<file path="src/rtl/led_pattern_ctrl_if.sv">
// ---------------------------------------------------------------------------
// led_pattern_ctrl_if
//   Control and LED-drive bundle between board-status logic and the LED
//   pattern generator.
//   Signals:
//     enable     1         pattern runs when 1, LEDs dark when 0
//     mode       2         00 off, 01 blink, 10 alternate, 11 running
//     period_ms  PERIOD_W  half-period in ticks (0 behaves as 1)
//     led        N_LED     LED drive, 1 = on
//     step_o     1         one-cycle pulse on each pattern step
//   Modports:
//     master  status logic side (drives config, observes LEDs)
//     slave   pattern generator side
// ---------------------------------------------------------------------------
interface led_pattern_ctrl_if #(
  parameter int N_LED    = 4,
  parameter int PERIOD_W = 16
);
  logic                enable;
  logic [1:0]          mode;
  logic [PERIOD_W-1:0] period_ms;
  logic [N_LED-1:0]    led;
  logic                step_o;

  modport master (
    output enable,
    output mode,
    output period_ms,
    input  led,
    input  step_o
  );

  modport slave (
    input  enable,
    input  mode,
    input  period_ms,
    output led,
    output step_o
  );
endinterface

</file>
<file path="src/rtl/led_pattern_ctrl.sv">
// ---------------------------------------------------------------------------
// led_pattern_ctrl
//   Multi-channel LED pattern generator. A prescaler produces a tick every
//   TICK_CYCLES clocks; a tick counter produces a pattern step every
//   period_q ticks. Each step toggles the phase bit and rotates a one-hot
//   ring; the LED outputs decode phase/ring according to the latched mode.
//   Ports:
//     sys_clk  in   system clock
//     rst_n    in   asynchronous active-low reset
//     bus      slave modport of led_pattern_ctrl_if
//                (enable/mode/period_ms in, led/step_o out, outputs registered)
// ---------------------------------------------------------------------------
module led_pattern_ctrl #(
  parameter int N_LED       = 4,
  parameter int TICK_CYCLES = 50000,
  parameter int PERIOD_W    = 16
) (
  input logic                sys_clk,
  input logic                rst_n,
  led_pattern_ctrl_if.slave  bus
);

  localparam int PRE_W = (TICK_CYCLES > 1) ? $clog2(TICK_CYCLES) : 1;
  localparam logic [PRE_W-1:0]    PRE_LAST   = PRE_W'(TICK_CYCLES - 1);
  localparam logic [PRE_W-1:0]    PRE_ZERO   = {PRE_W{1'b0}};
  localparam logic [PRE_W-1:0]    PRE_ONE    = PRE_W'(1);
  localparam logic [PERIOD_W-1:0] PER_ZERO   = {PERIOD_W{1'b0}};
  localparam logic [PERIOD_W-1:0] PER_ONE    = PERIOD_W'(1);
  localparam logic [N_LED-1:0]    LED_ZERO   = {N_LED{1'b0}};
  localparam logic [N_LED-1:0]    LED_ONES   = {N_LED{1'b1}};
  localparam logic [N_LED-1:0]    RING_INIT  = {{(N_LED-1){1'b0}}, 1'b1};

  // Even-index channels set: the phase-0 pattern of alternate mode.
  function automatic logic [N_LED-1:0] even_mask();
    logic [N_LED-1:0] m;
    m = LED_ZERO;
    for (int i = 0; i < N_LED; i++) begin
      m[i] = (i % 2 == 0) ? 1'b1 : 1'b0;
    end
    return m;
  endfunction

  localparam logic [N_LED-1:0] EVEN_MASK = even_mask();

  // LED decode of a (mode, phase, ring) state.
  function automatic logic [N_LED-1:0] decode_led(
    input logic [1:0]       m,
    input logic             ph,
    input logic [N_LED-1:0] rg
  );
    logic [N_LED-1:0] v;
    case (m)
      2'b00:   v = LED_ZERO;
      2'b01:   v = ph ? LED_ONES : LED_ZERO;
      2'b10:   v = ph ? ~EVEN_MASK : EVEN_MASK;
      2'b11:   v = rg;
      default: v = LED_ZERO;
    endcase
    return v;
  endfunction

  logic [PRE_W-1:0]    pre_cnt_r,  pre_cnt_s;
  logic [PERIOD_W-1:0] ms_cnt_r,   ms_cnt_s;
  logic                phase_r,    phase_s;
  logic [N_LED-1:0]    ring_r,     ring_s;
  logic [1:0]          mode_q_r,   mode_q_s;
  logic [PERIOD_W-1:0] period_q_r, period_q_s;
  logic [N_LED-1:0]    led_r,      led_s;
  logic                step_r,     step_s;

  logic                tick_s;
  logic                step_now_s;
  logic [PERIOD_W-1:0] period_eff_s;

  // Tick/step detection and zero-period saturation of the requested period.
  always_comb begin
    tick_s       = (pre_cnt_r == PRE_LAST);
    step_now_s   = tick_s && (ms_cnt_r == (period_q_r - PER_ONE));
    period_eff_s = (bus.period_ms == PER_ZERO) ? PER_ONE : bus.period_ms;
  end

  // Next-state: idle clears everything and tracks config; run advances the
  // counters and only re-latches config on a step so a change never splits
  // a half-period.
  always_comb begin
    pre_cnt_s  = pre_cnt_r;
    ms_cnt_s   = ms_cnt_r;
    phase_s    = phase_r;
    ring_s     = ring_r;
    mode_q_s   = mode_q_r;
    period_q_s = period_q_r;
    led_s      = LED_ZERO;
    step_s     = 1'b0;

    if (!bus.enable) begin
      pre_cnt_s  = PRE_ZERO;
      ms_cnt_s   = PER_ZERO;
      phase_s    = 1'b0;
      ring_s     = RING_INIT;
      mode_q_s   = bus.mode;
      period_q_s = period_eff_s;
      led_s      = LED_ZERO;
      step_s     = 1'b0;
    end else begin
      pre_cnt_s = tick_s ? PRE_ZERO : (pre_cnt_r + PRE_ONE);

      if (tick_s) begin
        ms_cnt_s = step_now_s ? PER_ZERO : (ms_cnt_r + PER_ONE);
      end else begin
        ms_cnt_s = ms_cnt_r;
      end

      if (step_now_s) begin
        phase_s    = ~phase_r;
        ring_s     = {ring_r[N_LED-2:0], ring_r[N_LED-1]};
        mode_q_s   = bus.mode;
        period_q_s = period_eff_s;
        step_s     = 1'b1;
      end else begin
        step_s     = 1'b0;
      end

      // Decode from next-state values so LEDs change on the step edge itself.
      led_s = decode_led(mode_q_s, phase_s, ring_s);
    end
  end

  // State and output registers.
  always_ff @(posedge sys_clk or negedge rst_n) begin
    if (!rst_n) begin
      pre_cnt_r  <= PRE_ZERO;
      ms_cnt_r   <= PER_ZERO;
      phase_r    <= 1'b0;
      ring_r     <= RING_INIT;
      mode_q_r   <= 2'b00;
      period_q_r <= PER_ONE;
      led_r      <= LED_ZERO;
      step_r     <= 1'b0;
    end else begin
      pre_cnt_r  <= pre_cnt_s;
      ms_cnt_r   <= ms_cnt_s;
      phase_r    <= phase_s;
      ring_r     <= ring_s;
      mode_q_r   <= mode_q_s;
      period_q_r <= period_q_s;
      led_r      <= led_s;
      step_r     <= step_s;
    end
  end

  assign bus.led    = led_r;
  assign bus.step_o = step_r;

endmodule
</file>
<file path="src/flat_wrapper.sv">
// flat-port wrapper written by rule: the top's interface ports become plain ports
module led_pattern_ctrl_flat 
#(
  parameter int N_LED       = 4,
  parameter int TICK_CYCLES = 50000,
  parameter int PERIOD_W    = 16
)
  (sys_clk, rst_n, bus_enable, bus_mode, bus_period_ms, bus_led, bus_step_o);
  led_pattern_ctrl_if #(.N_LED(N_LED), .PERIOD_W(PERIOD_W)) bus_i ();
  input logic sys_clk;
  input logic rst_n;
  input wire logic [$bits(bus_i.enable)-1:0] bus_enable;
  input wire logic [$bits(bus_i.mode)-1:0] bus_mode;
  input wire logic [$bits(bus_i.period_ms)-1:0] bus_period_ms;
  output wire logic [$bits(bus_i.led)-1:0] bus_led;
  output wire logic [$bits(bus_i.step_o)-1:0] bus_step_o;
  assign bus_i.enable = bus_enable;
  assign bus_i.mode = bus_mode;
  assign bus_i.period_ms = bus_period_ms;
  assign bus_led = bus_i.led;
  assign bus_step_o = bus_i.step_o;
  led_pattern_ctrl #(.N_LED(N_LED), .TICK_CYCLES(TICK_CYCLES), .PERIOD_W(PERIOD_W)) u_core (.sys_clk(sys_clk), .rst_n(rst_n), .bus(bus_i));
endmodule
</file>
<file path="config.mk">
export PLATFORM = sky130hd
export DESIGN_NAME = led_pattern_ctrl_flat
export DESIGN_NICKNAME = d
export VERILOG_FILES = /design/src/rtl/led_pattern_ctrl_if.sv /design/src/rtl/led_pattern_ctrl.sv /design/src/flat_wrapper.sv
export SDC_FILE = /design/constraint.sdc
export NUM_CORES = 1
export LEC_CHECK = 0
export ABC_AREA = 1
export ABC_CLOCK_PERIOD_IN_PS = 3800
export CAP_MARGIN = 10
export CORE_MARGIN = 10
export CORE_UTILIZATION = 55
export CTS_CLUSTER_SIZE = 8
export DETAILED_ROUTE_END_ITERATION = 16
export PLACE_DENSITY = 0.86
export SLEW_MARGIN = 25
export SYNTH_ARGS = -nofsm -noshare
export SYNTH_HDL_FRONTEND = slang
export SYNTH_SLANG_ARGS = --single-unit
</file>
<file path="constraint.sdc">
create_clock -name sys_clk -period 3.8 [get_ports sys_clk]
set_input_delay 0.95 -clock sys_clk [delete_from_list [all_inputs] [get_ports sys_clk]]
set_output_delay 0.95 -clock sys_clk [all_outputs]
set_load 0.03 [all_outputs]
</file>
==> results of run 1 <==
-- how the worst max path moves through the flow --
stage / startpoint / end
after CTS: u_core.period_q_r[0] / u_core.ms_cnt_r[1]
final: u_core.period_q_r[0] / u_core.ms_cnt_r[9]
after global placement: bus_enable / u_core.ms_cnt_r[13]
after detailed placement: bus_enable / u_core.ms_cnt_r[12]
after floorplan: u_core.period_q_r[0] / u_core.bus.led[0]
after global routing: u_core.period_q_r[0] / u_core.ms_cnt_r[1]
-- registers in the layout, indices dropped and copies added, names as in the netlist --
register and flops:
u_core.ms_cnt_r 16, u_core.period_q_r 16, u_core.pre_cnt_r 16, u_core.bus.led 4, u_core.ring_r 4, u_core.mode_q_r 2
u_core.bus.step_o 1, u_core.phase_r 1
-- power by group through the flow --
stage	Sequential [mW]	Combinational, mW	Clock [mW]
floorplan	0.691	0.131	0
detailed placement	0.694	0.200	0
global route	0.685	0.230	0.693
CTS	0.682	0.204	0.665
global placement	0.693	0.193	0
finish	0.682	0.203	0.658
-- metrics by stage --
step | utilization | setup slack [ns] | power, mW | hold WS [ns] | cell area (um2)
floorplan | - | 1.613 | 0.8221 | 0.4329 | 3680
global placement | 0.6215 | 0.8532 | 0.8858 | 0.4580 | 3991
detailed placement | 0.6215 | 0.6653 | 0.8940 | 0.4659 | 3991
CTS | 0.6569 | 0.9946 | 1.551 | 0.4750 | 4219
global route | 0.6569 | 0.7413 | 1.607 | 0.4937 | 4219
finish | 0.6569 | 0.9976 | 1.544 | 0.4782 | 4219
-- routing by layer --
metal	part of all wire	wire length (um)
met1	0.44	3749
met2	0.49	4219
met3	0.052	448
met4	0.021	177
met5	0	0
-- layout by cell type (no fill, tap or decap), drive strengths merged, types with 2 or more instances in the layout --
cell,instances
a21oi,14
xnor2,9
o21a,2
nand3,31
nor2,77
nor3b,4
nand2,144
nor4,8
bufinv,2
nand4,11
dfrtp,58
xor2,11
buf,5
clkbuf,12
ha,3
nand3b,5
o21ai,27
nor3,12
clkdlybuf4s50,24
dfstp,2
clkinv,2
inv,64
-- kinds of logic after synthesis --
family | after synthesis | share of synthesized area
compound gates | 47 | 0.06937
fa+ha+maj | 3 | 0.01020
flops | 60 | 0.4087
xor+xnor | 20 | 0.04760
simple gates | 295 | 0.3815
buf+inv | 75 | 0.08262
-- area by class of cell --
cell class | count | area share
Clock inverter | 4 | 0.01720
Inverter | 65 | 0.05783
Multi-Input combinational cell | 365 | 0.4437
Tap cell | 77 | 0.02284
Timing Repair Buffer | 29 | 0.06524
Clock buffer | 12 | 0.03677
Sequential cell | 60 | 0.3565
==> qor.txt, run 1 <==
Outcome: completed
Overall die width: 101.8 um
Cell taking the most area after synthesis: dfrtp_1
Layout net count: 554
Crit start category: register
P&R area growth vs syn: 14.65%
Hold_sp: u_core.pre_cnt_r[0]
CTS Hold Bufs: 0
Post-CTS Repair Setup Buffers: 0
Worst hold path endpoint: u_core.pre_cnt_r[0]
Clock Sinks: 60
CP delay by family, top: simple AND/OR/NAND/NOR gates
#FFs+latches synth: 60
GRT met2 Usage: 0.3012
Register share of total power: 0.442
Switching power: 0.4030 mW
Reg clk slew, reported paths: 0.07 ns
Ys flop type: dfrtp_1
CP Capture Type: register
I/O Buffers: 25
Initial DRC Count: 258
GPL Wtd Cong: 0.8990
H-tree levels: 3
Top post-synthesis cells by area: dfrtp_1 (39%), nand2_1 (14%), inv_1 (6.1%)
Critical path class: reg -> reg
Critical R2R Launch: u_core.period_q_r[0]
# placed instances: 596
Max-slew headroom: 0.6076
Reg2reg setup slack: 1.0 ns
Post-synth top cells: nand2_1 (135), inv_1 (60), nor2_1 (59)
Met3 usage in global routing: 0.05310
WP depth: 14
Leakage power: 1.980 nW
Routed wire length: 8594 um
Worst Path Arrival: 3.02 ns
Register area share after synthesis: 0.4087
Initial Util: 0.5730
Worst hold path class: reg -> reg
Post-CTS resize count: 0
Final hold violation count: 0
# setup viols final: 0
IO Pins: 26
Initial antenna violation count: 0
Die area: 10360 um2
Worst path cell trace: inv_1, ha_1, nand2_1, nand2_1, nand2_1, nand3_1, nor2_1, nand2_1, nor2_2, nand3_4, nand2_2, inv_2, o21ai_0, nor2_1
Power Dens Cells: 365.9 nW/um2
Layout Cells excl Fill: 612
Clock period minus worst slack: 2.802 ns
Sw Share: 0.2610
Vias in the first global route: 3385
Core ar.: 6422 um2
Register Area: 1504 um2
Avg Inst Size Synth: 7.360 um2
Critical path required time: 4.01 ns
Async SR Flop Fraction: 1.000
First-pass GRT wire length: 15010 um
Count leader, synth: nand2_1
# rows: 29
Reg2reg path depth: 14
Fill cells: 528
Slew Viols, Final: 0
Pre-Repair DR Iteration Count: 5
Internal power: 1.141 mW
Combinational Power Share: 0.132
Global route overflow: 0
Critical R2R Capture: u_core.ms_cnt_r[9]
WHS Path Cells: 1
Routed wire per std cell: 14.04 um
Unrepaired setup endpoints after global routing: no
Largest net degree at the start of global routing: 28
Crit share post-route: 0.7375
Achievable Freq: 356.8 MHz
Worst IR drop on VDD: 0.2028 mV
Crit path max fanout: 19
Clk_skew: 0.007849 ns
Area occupied by multi-input gates: 1872 um2
Worst path most repeated cell: nand2_1
Vias: 3351
Max-Cap Viols: 0
Total track usage: 0.1786
Slew at the pin closest to its max-slew limit: 0.5832 ns
Clk root buf: clkbuf_8
CTS tree: done
Clock power share: 0.426
Die Y: 101.8 um
Vias/cell: 5.475
Met1 Usage GRT: 0.2061
CTS buffer count: 9
CP max-delay cell: dfstp_2
Dpl hpwl: 6444 um
N_diodes: 0
Worst-Skew Late Latency: 0.34 ns
Worst Path Buf+Inv: 2
Drt drc: 0
Max incr delay on CP: 0.56 ns
Syn Nets: 524
Final setup TNS: 0 ns
Post-Synthesis Cells: 500
Post-synth EDFFs: 0
Synth warn: 0
Max clock buf depth: 2
Layout cells sized above 1: 0.1084
Cell Area, Synth: 3680 um2
GR peak layer: met2
Antenna-violating nets left: 0
Distinct cells, synth: 37
Synth top area share: 0.3944
No activity file was read; power rests on OpenSTA's default activity.
==> inputs of run 2 (changes only) <==
--- a/config.mk
+++ b/config.mk
@@ -6,7 +6,7 @@
 export NUM_CORES = 1
 export LEC_CHECK = 0
 export ABC_AREA = 1
-export ABC_CLOCK_PERIOD_IN_PS = 3800
+export ABC_CLOCK_PERIOD_IN_PS = 2700
 export CAP_MARGIN = 10
 export CORE_MARGIN = 10
 export CORE_UTILIZATION = 55
==> constraint.sdc (replaced) <==
create_clock -name sys_clk -period 2.7 [get_ports sys_clk]
set_input_delay 0.675 -clock sys_clk [delete_from_list [all_inputs] [get_ports sys_clk]]
set_output_delay 0.675 -clock sys_clk [all_outputs]
set_load 0.03 [all_outputs]
==> qor.txt, run 2 (synthesis gave the netlist of run 1 again) <==
Slew Viols, Final: 0
Leakage power: 1.983 nW
Vias in the first global route: 3348
CP max-delay cell: dfstp_2
Final Instance Area: 4224 um2
Largest net degree at the start of global routing: 61
Routed wire length: 8576 um
Critical path class: reg -> reg
Drt drc: 0
CP Capture Type: register
Vias: 3341
H-tree levels: 3
Max-slew headroom: 0.6348
Initial Util: 0.5730
Antenna-violating nets left: 0
# rows: 29
Die area: 10360 um2
Clk root buf: clkbuf_8
Crit path max fanout: 9
Critical path required time: 2.94 ns
Fill cells: 512
Initial antenna violation count: 0
Worst IR drop on VDD: 0.3296 mV
Crit share post-route: 0.9167
Origin of the worst setup path: u_core.period_q_r[0]
Achievable Freq: 404.0 MHz
Clk_skew: 0.005377 ns
Overall die width: 101.8 um
I/O Buffers: 25
Final hold violation count: 0
N_diodes: 0
Routed wire per std cell: 13.90 um
Biggest regs: u_core.ms_cnt_r x16, u_core.period_q_r x16, u_core.pre_cnt_r x16
CTS tree: done
Clock period minus worst slack: 2.475 ns
Total track usage: 0.1771
Layout net count: 559
Max incr delay on CP: 0.56 ns
Die Y: 101.8 um
Worst hold path class: in -> async
GPL Wtd Cong: 0.9272
First-pass GRT wire length: 14710 um
Post-route total power: 1.957 mW
Core ar.: 6422 um2
Worst path cell trace: inv_1, ha_1, nand2_1, nand2_1, nand2_1, nand3_1, nor2_1, nand2_1, nor2_2, nand3_4, buf_12, nor2_1, nor2_1, nand3_1, nand3_1, nand2_1, inv_1
Dpl hpwl: 6357 um
Max-Cap Viols: 0
Unrepaired setup endpoints after global routing: no
Reg2reg path depth: 17
Critical R2R Capture: u_core.bus.led[0]
Initial DRC Count: 203
IO Pins: 26
Layout cells sized above 1: 0.1148
Commonest non-fill, non-tap cell in the layout: nand2_1
Global route overflow: 0
Clock Sinks: 60
Worst path most repeated cell: nand2_1
Final setup TNS: 0 ns
Worst-Skew Late Latency: 0.35 ns
Crit start category: register
Reg clk slew, reported paths: 0.07 ns
Pre-Repair DR Iteration Count: 5
Reg2reg setup slack: 0.23 ns
DP Area: 4026 um2
Most frequent cells in the layout: nand2_1 (135), inv_1 (60), nor2_1 (59)
Outcome: completed
Vias/cell: 5.415
# setup viols final: 0
Post-CTS resize count: 0
P&R area growth vs syn: 14.79%
Slew at the pin closest to its max-slew limit: 0.5428 ns
CTS buffer count: 9
Worst Path Arrival: 2.72 ns
Critical R2R Launch: u_core.period_q_r[0]
Max clock buf depth: 2
Power Dens Cells: 463.4 nW/um2
==> run 2: cell count changes in the layout (fill, tap and decap cells not counted) <==
cell        delta
clkinvlp_4     +1
clkbuf_8       -1
buf_4          +3
bufinv_16      -2
clkinv_2       +1
buf_12         +2
clkbuf_1       +1
==> run 2: timing repair <==
action / CTS / global route
endpoints found under the setup margin: 0 / 7
setup buffers: 0 / 2
hold buffers: 0 / 0
==> run 2: routing by layer <==
layer / wire (um) / global-route usage / vias to the layer above / share of wire
li1: - / - / 1660 / -
met1: 3734 / 0.2066 / 1571 / 0.44
met2: 4257 / 0.3017 / 92 / 0.50
met3: 446 / 0.04561 / 18 / 0.052
met4: 138 / 0.07481 / 0 / 0.016
met5: 0 / 0 / - / 0
==> run 2: worst max-delay path by stage <==
stage,depth (start not counted),slack (ns),end
after detailed placement,17,0.19,u_core.bus.led[0]
final,17,0.23,u_core.bus.led[0]
after CTS,17,0.16,u_core.bus.led[3]
after global placement,17,0.29,u_core.bus.led[0]
after global routing,18,0.02,u_core.bus.led[0]
after floorplan,16,0.51,u_core.bus.led[0]
==> run 2: report_power, final <==
part           internal [mW]  leakage (nW)  total [mW]  switching [mW]
sequential             0.930         0.797       0.961          0.0306
clock                  0.355        0.0824       0.705           0.351
combinational          0.112          1.10       0.292           0.179
==> run 2: through the flow <==
stage / hold slack [ns] / std cells / setup WS, ns / utilization
2_1_floorplan: 0.3794 / 500 / 0.5130 / -
3_3_place_gp: 0.4458 / 599 / 0.2876 / 0.6269
3_5_place_dp: 0.4659 / 599 / 0.1901 / 0.6269
4_1_cts: 0.3261 / 615 / 0.1570 / 0.6534
5_1_grt: 0.3355 / 617 / 0.02115 / 0.6577
6_report: 0.3138 / 617 / 0.2250 / 0.6577
==> run 2: area by class of cell <==
class                      count  area (um2)  share of cell area
clock buffer                  12       145.1             0.03436
sequential                    60        1504              0.3560
clock inverter                 4       25.02            0.005924
tap                           77       96.34             0.02281
multi-input combinational    365        1872              0.4431
timing repair buffer          34       337.8             0.07998
inverter                      65       244.0             0.05776
==> run 2: worst max-delay path: cells and delay by family (launching register included) <==
family | cells | cell delay [ns]
buf+inv | 3 | 0.27
fa+ha+maj | 1 | 0.24
flops | 1 | 0.56
simple gates | 13 | 1.28
